## src/rtl/hazard_pkg.sv

```systemverilog
// Shared definitions for the ID-stage hazard controller: FSM state encoding,
// the bundle of hazard control outputs and the load-use compare helper.
package hazard_pkg;

  localparam int unsigned LU_CNT_W = 3;
  localparam logic [4:0]  REG_ZERO = 5'd0;

  typedef enum logic [1:0] {
    IDLE     = 2'd0,
    LU_STALL = 2'd1,
    MEM_WAIT = 2'd2
  } hz_state_e;

  // Control outputs that the hazard unit drives into the pipeline.
  typedef struct packed {
    logic pc_write;
    logic ifid_write;
    logic select;
    logic flush;
    logic stall;
  } hz_ctrl_t;

  // A load in EX writes a non-zero register that the instruction in ID reads.
  // rt is only a source when the ID instruction actually uses it.
  function automatic logic lu_hit(input logic       ex_mem_read,
                                  input logic [4:0] ex_rt,
                                  input logic [4:0] id_rs,
                                  input logic [4:0] id_rt,
                                  input logic       id_use_rt);
    return ex_mem_read && (ex_rt != REG_ZERO) &&
           ((ex_rt == id_rs) || (id_use_rt && (ex_rt == id_rt)));
  endfunction

endpackage

```

## src/rtl/hazard_perf_cnt.sv

```systemverilog
// Saturating event counter used for hazard statistics.
// Ports:
//   clk_i  clock
//   rst_i  asynchronous active-low reset, clears the count
//   en_i   count one event this cycle
//   cnt_o  current count, sticks at all-ones
module hazard_perf_cnt #(
  parameter int unsigned CNT_W = 16
) (
  input  logic             clk_i,
  input  logic             rst_i,
  input  logic             en_i,
  output logic [CNT_W-1:0] cnt_o
);

  logic [CNT_W-1:0] cnt_q;

  // Increment on event, hold once saturated.
  always_ff @(posedge clk_i or negedge rst_i) begin
    if (!rst_i) begin
      cnt_q <= '0;
    end else if (en_i && (cnt_q != '1)) begin
      cnt_q <= cnt_q + CNT_W'(1);
    end
  end

  assign cnt_o = cnt_q;

endmodule

```

## src/rtl/hazard_detect_ctrl.sv

```systemverilog
// ID-stage hazard controller: load-use bubbles (LOAD_USE_CYCLES per hit),
// whole-pipeline freeze while data memory is busy, and IF flush on taken
// branch / jump. Outputs are decoded in the same cycle as the hazard.
// Ports:
//   clk_i, rst_i            clock, asynchronous active-low reset
//   IDEX_MemRead_i/RegRt_i  load currently in EX and its destination
//   IFID_RegRs_i/RegRt_i    sources of the instruction in ID
//   IFID_UseRt_i            ID instruction reads rt
//   Branch_taken_i, Jump_i  control-flow change resolved in ID
//   mem_stall_i             data memory busy
//   PCWrite_o, IFIDWrite_o  PC and IF/ID write enables
//   select_o                insert bubble into ID/EX
//   Flush_o                 squash the fetched instruction in IF/ID
//   Stall_o                 freeze ID/EX, EX/MEM, MEM/WB
// Option HAZARD_PERF_CNT_EN adds lu_cnt_o, mem_cnt_o, flush_cnt_o counters.
module hazard_detect_ctrl
  import hazard_pkg::*;
#(
  parameter int unsigned LOAD_USE_CYCLES = 1,
  parameter int unsigned CNT_W           = 16
) (
  input  logic             clk_i,
  input  logic             rst_i,
  input  logic             IDEX_MemRead_i,
  input  logic [4:0]       IDEX_RegRt_i,
  input  logic [4:0]       IFID_RegRs_i,
  input  logic [4:0]       IFID_RegRt_i,
  input  logic             IFID_UseRt_i,
  input  logic             Branch_taken_i,
  input  logic             Jump_i,
  input  logic             mem_stall_i,
  output logic             PCWrite_o,
  output logic             IFIDWrite_o,
  output logic             select_o,
  output logic             Flush_o,
  output logic             Stall_o
`ifdef HAZARD_PERF_CNT_EN
  ,
  output logic [CNT_W-1:0] lu_cnt_o,
  output logic [CNT_W-1:0] mem_cnt_o,
  output logic [CNT_W-1:0] flush_cnt_o
`endif
);

  if ((LOAD_USE_CYCLES < 1) || (LOAD_USE_CYCLES > 7) || (CNT_W < 1)) begin : g_bad_param
    $error("hazard_detect_ctrl: illegal LOAD_USE_CYCLES or CNT_W");
  end

  hz_state_e           state_q, state_d;
  logic [LU_CNT_W-1:0] cnt_q, cnt_d;
  hz_ctrl_t            ctrl_c;
  logic                hit_c;

  assign hit_c = lu_hit(IDEX_MemRead_i, IDEX_RegRt_i, IFID_RegRs_i,
                        IFID_RegRt_i, IFID_UseRt_i);

  // State and bubble counter.
  always_ff @(posedge clk_i or negedge rst_i) begin
    if (!rst_i) begin
      state_q <= IDLE;
      cnt_q   <= '0;
    end else begin
      state_q <= state_d;
      cnt_q   <= cnt_d;
    end
  end

  // Next state and same-cycle output decode.
  always_comb begin
    state_d = state_q;
    cnt_d   = cnt_q;
    ctrl_c  = '{pc_write: 1'b1, ifid_write: 1'b1, select: 1'b0,
                flush: 1'b0, stall: 1'b0};

    case (state_q)
      IDLE: begin
        if (mem_stall_i) begin
          ctrl_c.stall      = 1'b1;
          ctrl_c.pc_write   = 1'b0;
          ctrl_c.ifid_write = 1'b0;
          state_d           = MEM_WAIT;
        end else if (hit_c) begin
          // A pending branch is ignored: it is re-evaluated after the bubble.
          ctrl_c.pc_write   = 1'b0;
          ctrl_c.ifid_write = 1'b0;
          ctrl_c.select     = 1'b1;
          if (LOAD_USE_CYCLES > 1) begin
            cnt_d   = LU_CNT_W'(LOAD_USE_CYCLES - 1);
            state_d = LU_STALL;
          end
        end else if (Branch_taken_i || Jump_i) begin
          ctrl_c.flush = 1'b1;
        end
      end
      LU_STALL: begin
        ctrl_c.pc_write   = 1'b0;
        ctrl_c.ifid_write = 1'b0;
        ctrl_c.select     = 1'b1;
        // A memory freeze holds the remaining bubble count.
        if (mem_stall_i) begin
          ctrl_c.stall = 1'b1;
        end else begin
          cnt_d = cnt_q - LU_CNT_W'(1);
          if (cnt_q == LU_CNT_W'(1)) begin
            state_d = IDLE;
          end
        end
      end
      MEM_WAIT: begin
        ctrl_c.stall      = 1'b1;
        ctrl_c.pc_write   = 1'b0;
        ctrl_c.ifid_write = 1'b0;
        if (!mem_stall_i) begin
          state_d = IDLE;
        end
      end
      default: begin
        state_d = IDLE;
      end
    endcase

    // Reset forces a held pipeline with a bubble in ID/EX.
    if (!rst_i) begin
      ctrl_c = '{pc_write: 1'b0, ifid_write: 1'b0, select: 1'b1,
                 flush: 1'b0, stall: 1'b0};
    end
  end

  assign PCWrite_o   = ctrl_c.pc_write;
  assign IFIDWrite_o = ctrl_c.ifid_write;
  assign select_o    = ctrl_c.select;
  assign Flush_o     = ctrl_c.flush;
  assign Stall_o     = ctrl_c.stall;

`ifdef HAZARD_PERF_CNT_EN
  hazard_perf_cnt #(.CNT_W(CNT_W)) u_lu_cnt (
    .clk_i (clk_i),
    .rst_i (rst_i),
    .en_i  (ctrl_c.select),
    .cnt_o (lu_cnt_o)
  );

  hazard_perf_cnt #(.CNT_W(CNT_W)) u_mem_cnt (
    .clk_i (clk_i),
    .rst_i (rst_i),
    .en_i  (ctrl_c.stall),
    .cnt_o (mem_cnt_o)
  );

  hazard_perf_cnt #(.CNT_W(CNT_W)) u_flush_cnt (
    .clk_i (clk_i),
    .rst_i (rst_i),
    .en_i  (ctrl_c.flush),
    .cnt_o (flush_cnt_o)
  );
`endif

endmodule

```

## config.mk

```make
export PLATFORM = sky130hd
export DESIGN_NAME = hazard_detect_ctrl
export DESIGN_NICKNAME = d
export VERILOG_FILES = /design/src/rtl/hazard_pkg.sv /design/src/rtl/hazard_perf_cnt.sv /design/src/rtl/hazard_detect_ctrl.sv
export SDC_FILE = /design/constraint.sdc
export NUM_CORES = 1
export LEC_CHECK = 0
export CAP_MARGIN = 30
export CORE_AREA = 4 4 41 43
export DETAILED_ROUTE_END_ITERATION = 8
export DIE_AREA = 0 0 45 47
export SKIP_CTS_REPAIR_TIMING = 1
export SLEW_MARGIN = 10
export SYNTH_ARGS = -nofsm -noshare
export SYNTH_HDL_FRONTEND = slang
export SYNTH_SLANG_ARGS = --single-unit
```

## constraint.sdc

```tcl
create_clock -name clk_i -period 1.9 [get_ports clk_i]
set_input_delay 0.285 -clock clk_i [delete_from_list [all_inputs] [get_ports clk_i]]
set_output_delay 0.285 -clock clk_i [all_outputs]
set_load 0.02 [all_outputs]
```

# Word-level counts from Yosys, hierarchy flattened
# Index checks and enable logic that the tools add are counted.
[word_totals] reg_bits=5 input_bits=22 wordCells=40
[classes] n_addsub=1 n_eq_ne=9 n_mux=16 n_bitwise=1 n_reduce_logical=11
[ops] op="$mux W2" count=6
[ops] op="$eq A5 B5 Y1" count=2
[ops] op="$ne A2 B2 Y1 const B" count=4
[ops] op="$pmux W2 S3" count=1
[ops] op="$mux W5" count=1
[ops] op="$reduce_bool A5 Y1" count=1
[ops] op="$mux W1" count=4
[ops] op="$pmux W1 S2" count=2
[ops] op="$pmux W2 S2" count=1
[ops] op="$reduce_and A4 Y1" count=1
[ops] op="$reduce_or A2 Y1" count=2
[ops] op="$eq A3 B1 Y1 const B" count=1
[ops] op="$logic_and A1 B1 Y1" count=3
[ops] op="$mux W3" count=1
[ops] op="$sub A3 B1 Y3 const B" count=1
[ops] op="$eq A2 B1 Y1 const B" count=1
[ops] op="$eq A2 B2 Y1 const B" count=1
[ops] op="$logic_not A2 Y1" count=1
[ops] op="$logic_or A1 B1 Y1" count=2
[ops] op="$reduce_and A2 Y1" count=1
[ops] op="$not A1 Y1" count=1

# Longest topological paths before layout
[depth] depth_word=8 depth_mapped=5 mapped_depth_nobuf=4

# Worst setup path before layout
# No wires, ideal clock.
[synth_path] path_kind="input-to-output" start="in IDEX_RegRt_i[3]" end="out PCWrite_o" arrival_ps=1643 required_time_ps=1615 slack_ps=-28 stages=4 path_buffers=1 cell_sequence="or4_1 > o21a_1 > a21oi_1 > buf_4"
[synth_via] elab_chain_len=8 word_cells_on_any_way=11
[synth_rtl] element="from (decl)" line="hazard_detect_ctrl.sv:25" text="input logic [4:0] IDEX_RegRt_i,"
[synth_rtl] element="$eq A5 B5 Y1" line="hazard_pkg.sv:31" text="((ex_rt == id_rs) || (id_use_rt && (ex_rt == id_rt)));"
[synth_rtl] element="$logic_and A1 B1 Y1" line="hazard_pkg.sv:31"
[synth_rtl] element="$logic_or A1 B1 Y1" line="hazard_pkg.sv:31"
[synth_rtl] element="$logic_and A1 B1 Y1 (*)" line="hazard_pkg.sv:30" text="return ex_mem_read && (ex_rt != REG_ZERO) &&"
[synth_rtl] element="$mux W3 (*)" line="hazard_detect_ctrl.sv:82" text="end else if (hit_c) begin"
[synth_rtl] element="$mux W2 (*)" line="hazard_detect_ctrl.sv:77" text="if (mem_stall_i) begin"
[synth_rtl] element="$pmux W2 S2 (*)" line="hazard_detect_ctrl.sv:75" text="case (state_q)"
[synth_rtl] element="$mux W5 (*)" line="hazard_detect_ctrl.sv:123" text="if (!rst_i) begin"
[synth_rtl] element="to (decl)" line="hazard_detect_ctrl.sv:32" text="output logic PCWrite_o,"
# Mark *: on every way between the ends. The rest lies on a longest branch, timed or not.

# Worst setup path after layout
[layout_path] start="in IDEX_RegRt_i[4]" end="out select_o"
[layout_via] elab_chain_len=8 word_cells_on_any_way=11
[layout_rtl] element="$eq A5 B5 Y1" line="hazard_pkg.sv:31"
[layout_rtl] element="$logic_and A1 B1 Y1" line="hazard_pkg.sv:31"
[layout_rtl] element="$logic_or A1 B1 Y1" line="hazard_pkg.sv:31"
[layout_rtl] element="$logic_and A1 B1 Y1 (*)" line="hazard_pkg.sv:30"
[layout_rtl] element="$mux W3 (*)" line="hazard_detect_ctrl.sv:82"
[layout_rtl] element="$mux W2 (*)" line="hazard_detect_ctrl.sv:77"
[layout_rtl] element="$pmux W1 S2 (*)" line="hazard_detect_ctrl.sv:75"
[layout_rtl] element="$mux W5 (*)" line="hazard_detect_ctrl.sv:123"
[layout_rtl] element="to (decl)" line="hazard_detect_ctrl.sv:34" text="output logic select_o,"
# Marks and branches as above.

==> flow_metrics.tcl <==
set metrics [dict create \
    fin_area_um2 572 \
    regMostFlops "state_q" \
    largest_register_ff_count 1 \
    drv_slew 0 \
    fp.dieW_um 45 \
    synth_top_area_cell "xnor2_1" \
    tightest_slew_ns 0.222 \
    multi_input_area_um2 200 \
    synth_nets 54 \
    hp-class "in -> async" \
    slowest_stage "or4_1" \
    regToRegSetupSlack_ns 0.94 \
    ant_nets 0 \
    r2r_start "state_q[1]" \
    fill_cells 142 \
    synth_common_cells "xnor2_1 (10), inv_1 (3), nand2_1 (3), nor2_1 (3)" \
    skew_ns 0 \
    finalHoldViolations 0 \
    power.density_mw_per_mm2 396 \
    grt_max_degree 4 \
    grt_setup_unrepaired "no" \
    seqCellArea_um2 25.0 \
    setup_violations 0 \
    synthDistinctLibCells 16 \
    hold-worst-slack_ns 0.463 \
    drc_errors 0 \
    ys_seq_area_frac 0.107 \
    fin_crit_ns 1.81 \
    firstDrtPassIters 1 \
    worst_skew_pair.late_latency_ns 0 \
    critPathTopFamily "simple AND/OR/NAND/NOR gates" \
    final_cells 78 \
    insertedDiodeCount 0 \
    timing.setup.tns_ns 0 \
    ys_seq_elements 1 \
    synth_edf_count 0 \
    overflow 0 \
    critPathLaunch "IDEX_RegRt_i[4]" \
    slew_headroom 0.852 \
    die_area_mm2 0.00212 \
    outcome "complete, no violations" \
    critPathBufInv 2 \
    top_regs "state_q (1)" \
    detail_route.wl_per_cell_um 9.88 \
    power.total_w 0.000226 \
    leakagePower_nw 0.285 \
    post-place-cells 78 \
    worstSetupPathType "in -> out" \
    cts.clk_slew.worst_paths_ns 0 \
    required_ns 1.62 \
    drive_gt1_frac 0.222 \
    ios 27 \
    avgSynthCellArea_um2 7.55 \
    antenna_found_initial 0 \
    area_growth_pct 144 \
    nNetsFinal 88 \
    synth.top_cells.by_area "xnor2_1 (37%), dfrtp_1 (11%), a211oi_2 (5.3%)" \
    critical_path_arrival_ns 1.53 \
    vias 314 \
    yosysMostFrequentCell "xnor2_1" \
    async_flop_share 1.00 \
    critPathLaunchType "primary input" \
    synthCells 31 \
    synth.top_cell.area_share 0.374 \
    io_buffers 26 \
    viasPerCell 4.03 \
    placed_cell_area_um2 562 \
    cp-end-kind "output port" \
    ir_worst_vdd_uv 340 \
    synth_area_um2 234 \
    track_usage 0.0709 \
    rows 13 \
    cp_max_fo 3 \
    core_mm2 0.00130 \
    routabilityCongestion 0.672 \
    cp_slowest_stage_delay_ns 0.51 \
    synth_warnings 0 \
    die_y_um 47 \
    cp_cell_sequence "dlymetal6s2s_1 > or4_1 > o21a_1 > a31o_1 > buf_6" \
    grt_pass1_vias 306 \
    fmax_mhz 552 \
    drt_iter0_drc 0 \
    routed_wl_um 771 \
    dp_hpwl_um 680 \
    cap_violations 0 \
    period_share 0.954 \
    grt_pass1_wl_um 1180 \
    ys_dominant_reg_cell "dfrtp_1" \
    start_util 0.180 \
]
## per-layer routing
metal / global-route usage / routed length, um / up-vias
met1: 0.0835 / 296 / 133
met2: 0.138 / 386 / 14
li1: - / - / 167
met4: 0 / 0 / 0
met5: 0 / 0 / -
met3: 0.0153 / 87 / 0
## layout make-up
| cell class | instances | area share |
|---|---|---|
| repair buffers | 33 | 0.554 |
| inverters | 3 | 0.0197 |
| multi-input cells | 26 | 0.350 |
| well taps | 15 | 0.0328 |
| flip-flops and latches | 1 | 0.0438 |
## metrics by stage
stage,utilization,setup slack [ns]
final,0.439,0.0878
after detailed placement,0.432,-0.673
after global routing,0.439,0.000677
after CTS,0.432,-0.675
after global placement,0.432,-0.677
after floorplan,-,0.127
## report_power, final
part,internal (W),switching [W]
Clock,0,0
Combinational,0.000106,0.0000770
Sequential,0.0000342,0.00000913
Total,0.000140,0.0000862
## worst reg2reg max path, delay by kind of cell, from the launching register on
kind                     cells  cell delay, ns
flip-flops                   1            0.35
adder cells (fa/ha/maj)      1            0.28
XOR/XNOR                     1            0.15
buffers and inverters        1            0.06
## placed cells by master, fill, tap and decap left out, drive strengths merged
cell type and n:
xor2 1, a21oi 1, xnor2 10, o21a 1
nand4 1, inv 3, nor2 3, dlymetal6s2s 6
buf 11, nand2 3, o22ai 1, ha 1
dfrtp 1, a31o 1, clkdlybuf4s50 16, a211oi 1
nand3 1, or4 1
## logic make-up after synthesis
group | count (synthesis) | synth area share
XOR/XNOR | 11 | 0.412
buffers and inverters | 4 | 0.0802
adder cells (fa/ha/maj) | 1 | 0.0535
AO/OA/AOI/OAI | 5 | 0.171
flip-flops | 1 | 0.107
AND/OR/NAND/NOR | 9 | 0.176
## path summary, 6_finish.rpt
path                              end  depth (start not counted)
min                        state_q[1]                          1
max                          select_o                          5
min in group clk_i         state_q[1]                          1
max in group asynchronous  state_q[1]                          1
min reg2reg                state_q[1]                          1
max reg2reg                state_q[1]                          3
Power figures use the tool's default switching activity.
